## src/rtl/sys_fifo_pkg.sv

```systemverilog
// Shared FIFO sizing helpers and defaults for the RX (and later TX) byte buffers.
package sys_fifo_pkg;

    localparam int DEFAULT_DEPTH    = 8;
    localparam int DEFAULT_AF_LEVEL = 6;
    localparam int DROP_CNT_W       = 8;

    // Pointer width for a DEPTH-entry array; at least one bit.
    function automatic int ptr_width(input int depth);
        return (depth <= 2) ? 1 : $clog2(depth);
    endfunction

endpackage

```

## src/rtl/fifo_mem.sv

```systemverilog
// DEPTH x DATA_WIDTH register array: one clocked write port, one asynchronous read port, no reset.
module fifo_mem #(
    parameter int DATA_WIDTH = 8,
    parameter int DEPTH      = 8,
    parameter int ADDR_W     = 3
) (
    input  logic                  clk,
    input  logic                  we,
    input  logic [ADDR_W-1:0]     waddr,
    input  logic [DATA_WIDTH-1:0] wdata,
    input  logic [ADDR_W-1:0]     raddr,
    output logic [DATA_WIDTH-1:0] rdata
);

    logic [DATA_WIDTH-1:0] mem [DEPTH];

    always_ff @(posedge clk) begin
        if (we) begin
            mem[waddr] <= wdata;
        end
    end

    assign rdata = mem[raddr];

endmodule

```

## src/rtl/rx_byte_fifo.sv

```systemverilog
// First-word-fall-through byte FIFO between the RX synchronizer and the system controller,
// with sticky overflow status and a saturating drop counter.
module rx_byte_fifo
    import sys_fifo_pkg::*;
#(
    parameter int DATA_WIDTH = 8,
    parameter int DEPTH      = DEFAULT_DEPTH,
    parameter int AF_LEVEL   = DEFAULT_AF_LEVEL
) (
    input  logic                      CLK,
    input  logic                      RST,
    input  logic [DATA_WIDTH-1:0]     WR_DATA,
    input  logic                      WR_EN,
    output logic [DATA_WIDTH-1:0]     RD_DATA,
    output logic                      RD_VALID,
    input  logic                      RD_READY,
    output logic                      FULL,
    output logic                      ALMOST_FULL,
    output logic [ptr_width(DEPTH):0] COUNT,
    output logic                      OVERFLOW,
    input  logic                      OVF_CLR,
    output logic [DROP_CNT_W-1:0]     DROP_CNT
);

    localparam int PTR_W = ptr_width(DEPTH);
    localparam int CNT_W = PTR_W + 1;
    localparam logic [CNT_W-1:0] DEPTH_C = CNT_W'(DEPTH);
    localparam logic [CNT_W-1:0] AF_C    = CNT_W'(AF_LEVEL);

    logic [PTR_W-1:0]      wr_ptr;
    logic [PTR_W-1:0]      rd_ptr;
    logic [CNT_W-1:0]      count;
    logic                  overflow;
    logic [DROP_CNT_W-1:0] drop_cnt;
    logic                  pop;
    logic                  push;
    logic                  drop;

    function automatic logic [DROP_CNT_W-1:0] sat_inc(input logic [DROP_CNT_W-1:0] v);
        return (&v) ? v : v + DROP_CNT_W'(1);
    endfunction

    // A pop frees a slot in the same cycle, so a full FIFO still accepts push+pop.
    assign pop  = (count != '0) && RD_READY;
    assign push = WR_EN && ((count != DEPTH_C) || pop);
    assign drop = WR_EN && (count == DEPTH_C) && !pop;

    fifo_mem #(
        .DATA_WIDTH (DATA_WIDTH),
        .DEPTH      (DEPTH),
        .ADDR_W     (PTR_W)
    ) u_mem (
        .clk   (CLK),
        .we    (push),
        .waddr (wr_ptr),
        .wdata (WR_DATA),
        .raddr (rd_ptr),
        .rdata (RD_DATA)
    );

    always_ff @(posedge CLK or negedge RST) begin
        if (!RST) begin
            wr_ptr <= '0;
            rd_ptr <= '0;
            count  <= '0;
        end else begin
            if (push) begin
                wr_ptr <= wr_ptr + PTR_W'(1);
            end
            if (pop) begin
                rd_ptr <= rd_ptr + PTR_W'(1);
            end
            if (push && !pop) begin
                count <= count + CNT_W'(1);
            end else if (pop && !push) begin
                count <= count - CNT_W'(1);
            end
        end
    end

    // Clear takes priority over a drop in the same cycle.
    always_ff @(posedge CLK or negedge RST) begin
        if (!RST) begin
            overflow <= 1'b0;
            drop_cnt <= '0;
        end else if (OVF_CLR) begin
            overflow <= 1'b0;
            drop_cnt <= '0;
        end else if (drop) begin
            overflow <= 1'b1;
            drop_cnt <= sat_inc(drop_cnt);
        end
    end

    assign COUNT       = count;
    assign RD_VALID    = (count != '0);
    assign FULL        = (count == DEPTH_C);
    assign ALMOST_FULL = (count >= AF_C);
    assign OVERFLOW    = overflow;
    assign DROP_CNT    = drop_cnt;

endmodule

```

## config.mk

```make
export PLATFORM = sky130hd
export DESIGN_NAME = rx_byte_fifo
export DESIGN_NICKNAME = d
export VERILOG_FILES = /design/src/rtl/sys_fifo_pkg.sv /design/src/rtl/fifo_mem.sv /design/src/rtl/rx_byte_fifo.sv
export SDC_FILE = /design/constraint.sdc
export NUM_CORES = 1
export LEC_CHECK = 0
export CORE_ASPECT_RATIO = 0.8
export CORE_MARGIN = 2
export CORE_UTILIZATION = 56
export DETAILED_ROUTE_END_ITERATION = 10
export PLACE_DENSITY_LB_ADDON = 0.05
export SLEW_MARGIN = 10
export SYNTH_ARGS = -nofsm -noshare
export SYNTH_HDL_FRONTEND = slang
export SYNTH_SLANG_ARGS = --single-unit
```

## constraint.sdc

```tcl
create_clock -name CLK -period 3.6 [get_ports CLK]
set_clock_uncertainty 0.05 [all_clocks]
set_input_delay 0.9 -clock CLK [delete_from_list [all_inputs] [get_ports CLK]]
set_output_delay 0.9 -clock CLK [all_outputs]
set_load 0.005 [all_outputs]
```

==> summary.md <==
The run finished with clean final reports. Once layout is complete, the cells apart from fillers number 344. Measured against its own limit, the worst slew margin works out to 42.42%. For the HPWL after detailed placement, the log shows 4320 um. The first global-routing pass estimated 10470 um of wire. Slowest library cell on the worst path: dfrtp_1. At the pin with the least slew margin, the transition time is 0.8611 ns.

In this run the worst path has a maximum fanout of 18. Core area: 6006 sq um. For the worst setup path, the data required time is 2.65 ns. The clock drives 83 sinks. The count of buffers inserted at the top-level ports is 36, and the footprint of the flip-flops and latches is 2397 sq um.

The tools report the count of H-tree levels built during CTS as 3. Post-CTS timing repair inserted 0 buffers for setup. The most area-hungry cell type in the Yosys netlist is edfxtp_1. The tools report the site row count as 25. The post-route clock period utilization works out to 92.29%. The layout has 413 filler cells.

The overall via count from detail_route came out at 1984. The tightest min-delay check is of the reg -> reg type. For this run, the post-layout net count is 278. The tools report the maximum number of pins on one net before global-route repair as 20. The die is 92.65 um wide. For the number of nets produced by synthesis, the log shows 229. Power spread over the standard cell area amounts to 720.6 nW/um^2. The share of synthesized area in the top cell type comes to 54.58%. The clock period could shrink to 3.322 ns.

Counting along the longest clock path gives a buffer depth of 2. Counting the buffers created by CTS gives 9. The detailed-route wire length per cell was 18.62 um; the total placed instance area was 4018 sq um. For this run the aggregate overflow at the end of global routing stands at 0. The number of enable flip-flop cells after synthesis was 64; the synthesized area divided by synthesized cell count was 16.85 sq um. Of the synthesized area, sequential elements account for 68.09%.

TritonCTS built the clock tree. The tools report the cell area after synthesis as 3521 sq um. The tools report the clock tree root driver cell as clkbuf_8. The run gives 0 as the count of final hold-check violations. In the global route stage, overall resource usage came out at 20.67%. In the final timing run, aggregate negative setup slack is 0 ns. Combinational cells account for 33.5% of the total power. The final number of setup-violating endpoints came out at 0.

37 I/O pins were placed. The initial antenna violation count is 0, and the max-slew violation total from the final report is 0. Overall die area: 6941 sq um. The repair_antennas step left the layout with diodes totalling 0. Clock-pin slew was measured on the worst setup and hold paths at 0.08 ns. The run gives 1072 sq um as the area taken by multi-input logic gates. For the reported max-cap violation count, the log shows 0. The first routing iteration left 69 violations. Summed over all cells, the static leakage comes to 1.445 nW. STA classifies the critical path startpoint as a register. Synthesis produced a netlist whose cell count is 209. The run gives 0.7869 as the placer's final routability congestion estimate. The highest ir drop seen on vdd is 0.4491 mV.

The critical path's largest stage delay was 0.88 ns; the buffer and inverter count on the worst path was 1. The share of power burned in registers came out at 45.2%. The number of global-route vias before repair was 2008. The later pin in the worst-skew pair is clocked with a latency of 0.34 ns. Type of destination of the critical path: a primary output. Cells fill 70.13% of the core in the end. The number of placed instances, taps included, is 328. The initial utilization of the core area, before any placement, comes to 58.63%. Gates resized during post-CTS repair numbered 0. For the final routed DRC violation total, the log shows 0. In this run the power spent charging and discharging nets is 0.8746 mW. The post-route netlist has 22.43% of its cells at a drive strength greater than 1. The detail-routed via count per cell is 5.767, and the post-route antenna net violation count is 0. The clock network is responsible for 21.3% of the overall power. By instance count, the leading cell after synthesis is edfxtp_1. Cell internal power was estimated by the tool at 2.160 mW. The critical path goes through mux4_2, mux2_2, clkdlybuf4s50_1. The run gives 4212 sq um as the cell area after layout. Setup repair after global routing left no endpoint under its margin. Arrival time at the worst endpoint: 2.37 ns. By count the netlist is led by 64 x edfxtp_1, 19 x dfrtp_1, 16 x mux4_2. In the synthesized netlist the dominant register cell turns out to be edfxtp_1.

Compared with the post-synthesis result, the final layout area differs by 19.62%. Critical path's top delay family: flip-flops. After synthesis, the cell types taking the most area are edfxtp_1 55%, dfrtp_1 14%, mux4_2 10%. Critical path class: reg -> out.

The vertical die dimension is 74.92 um. The netlist uses 42 different library cells. The number of detailed-route iterations in the first pass was 4; the highest attainable clock frequency was 301.0 MHz. The switching share of power was 28.82%; the total number of yosys warnings was 0. The number of hold-repair buffers added at the cts stage came out at 0. In the synthesized netlist the async set-or-reset flop fraction comes to 22.89%. The number of storage elements in the synthesis netlist is 83, and the wire length after detailed routing is 6406 um.
-- state kept, by name, indices dropped and copies added (netlist names) --
name and cells:
u_mem.mem 64, DROP_CNT 8, COUNT 4, rd_ptr 3
wr_ptr 3, OVERFLOW 1
-- metrics by stage --
stage          power [mW]  worst slack [ns]  hold WS, ns
2_1_floorplan       1.971            0.8676       0.4305
5_1_grt             3.202            0.1967       0.5077
3_5_place_dp        2.418            0.2221       0.4530
4_1_cts             3.064            0.2440       0.4709
6_report            3.035            0.2775       0.4583
3_3_place_gp        2.376            0.3780       0.4333
-- cell usage in the layout (no fill, tap or decap), types with 8 or more instances in the layout --
cell type / instances
nand2_1: 10
a21oi_1: 8
mux2_2: 11
mux4_2: 16
dfrtp_1: 19
clkdlybuf4s50_1: 36
nor2_1: 10
edfxtp_1: 64
clkbuf_8: 9
buf_4: 10
-- cells by family after synthesis --
group,share of synthesized area [%]
xor gates and xnor gates,1.493
adders and majority gates,2.701
AOI/OAI and AO/OA,4.158
buffers and inverters,1.457
and+or+nand+nor,8.068
muxes,14.04
DFF,68.09
-- power by group through the flow --
stage          Sequential [mW]  Clock [mW]  Combinational [mW]
2_1_floorplan             1.30           0               0.668
3_3_place_gp              1.37           0                1.00
3_5_place_dp              1.39           0                1.03
4_1_cts                   1.37       0.657                1.04
5_1_grt                   1.39       0.700                1.11
6_report                  1.37       0.646                1.02
-- per-layer routing --
metal / GRT usage [%] / share of wire (%) / up-vias
li1: - / - / 923
met1: 29.12 / 46 / 999
met2: 33.33 / 49 / 53
met3: 5.105 / 4.1 / 9
met4: 5.719 / 1.2 / 0
met5: 0 / 0 / -
-- final timing paths --
check                          start  slack, ns  depth (start not counted)     endpoint
max                        rd_ptr[1]       0.28                          3   RD_DATA[6]
min                         OVERFLOW       0.46                          2     OVERFLOW
max reg2reg                 COUNT[1]       0.57                          8     COUNT[3]
min reg2reg                 OVERFLOW       0.46                          2     OVERFLOW
max in group asynchronous        RST       1.98                          1  DROP_CNT[7]
min in group asynchronous        RST       0.99                          1     COUNT[2]
-- cell type report --
type	instances	share of cell area [%]
Tap cell	81	2.406
Inverter	3	0.2674
Timing Repair Buffer	46	10.34
Sequential cell	83	56.92
Multi-Input combinational cell	115	25.46
Clock inverter	5	1.485
Clock buffer	11	3.119
-- worst register-to-register path, cell delays in order, from the launching register on --
cell and delay (ns):
dfrtp_1 0.47, or4b_4 0.59, o21a_1 0.27, ha_1 0.27, inv_1 0.16, ha_1 0.26, a21o_1 0.21, a2111oi_0 0.48
o31ai_1 0.15
Note: power is estimated with default switching activity, not from simulation.
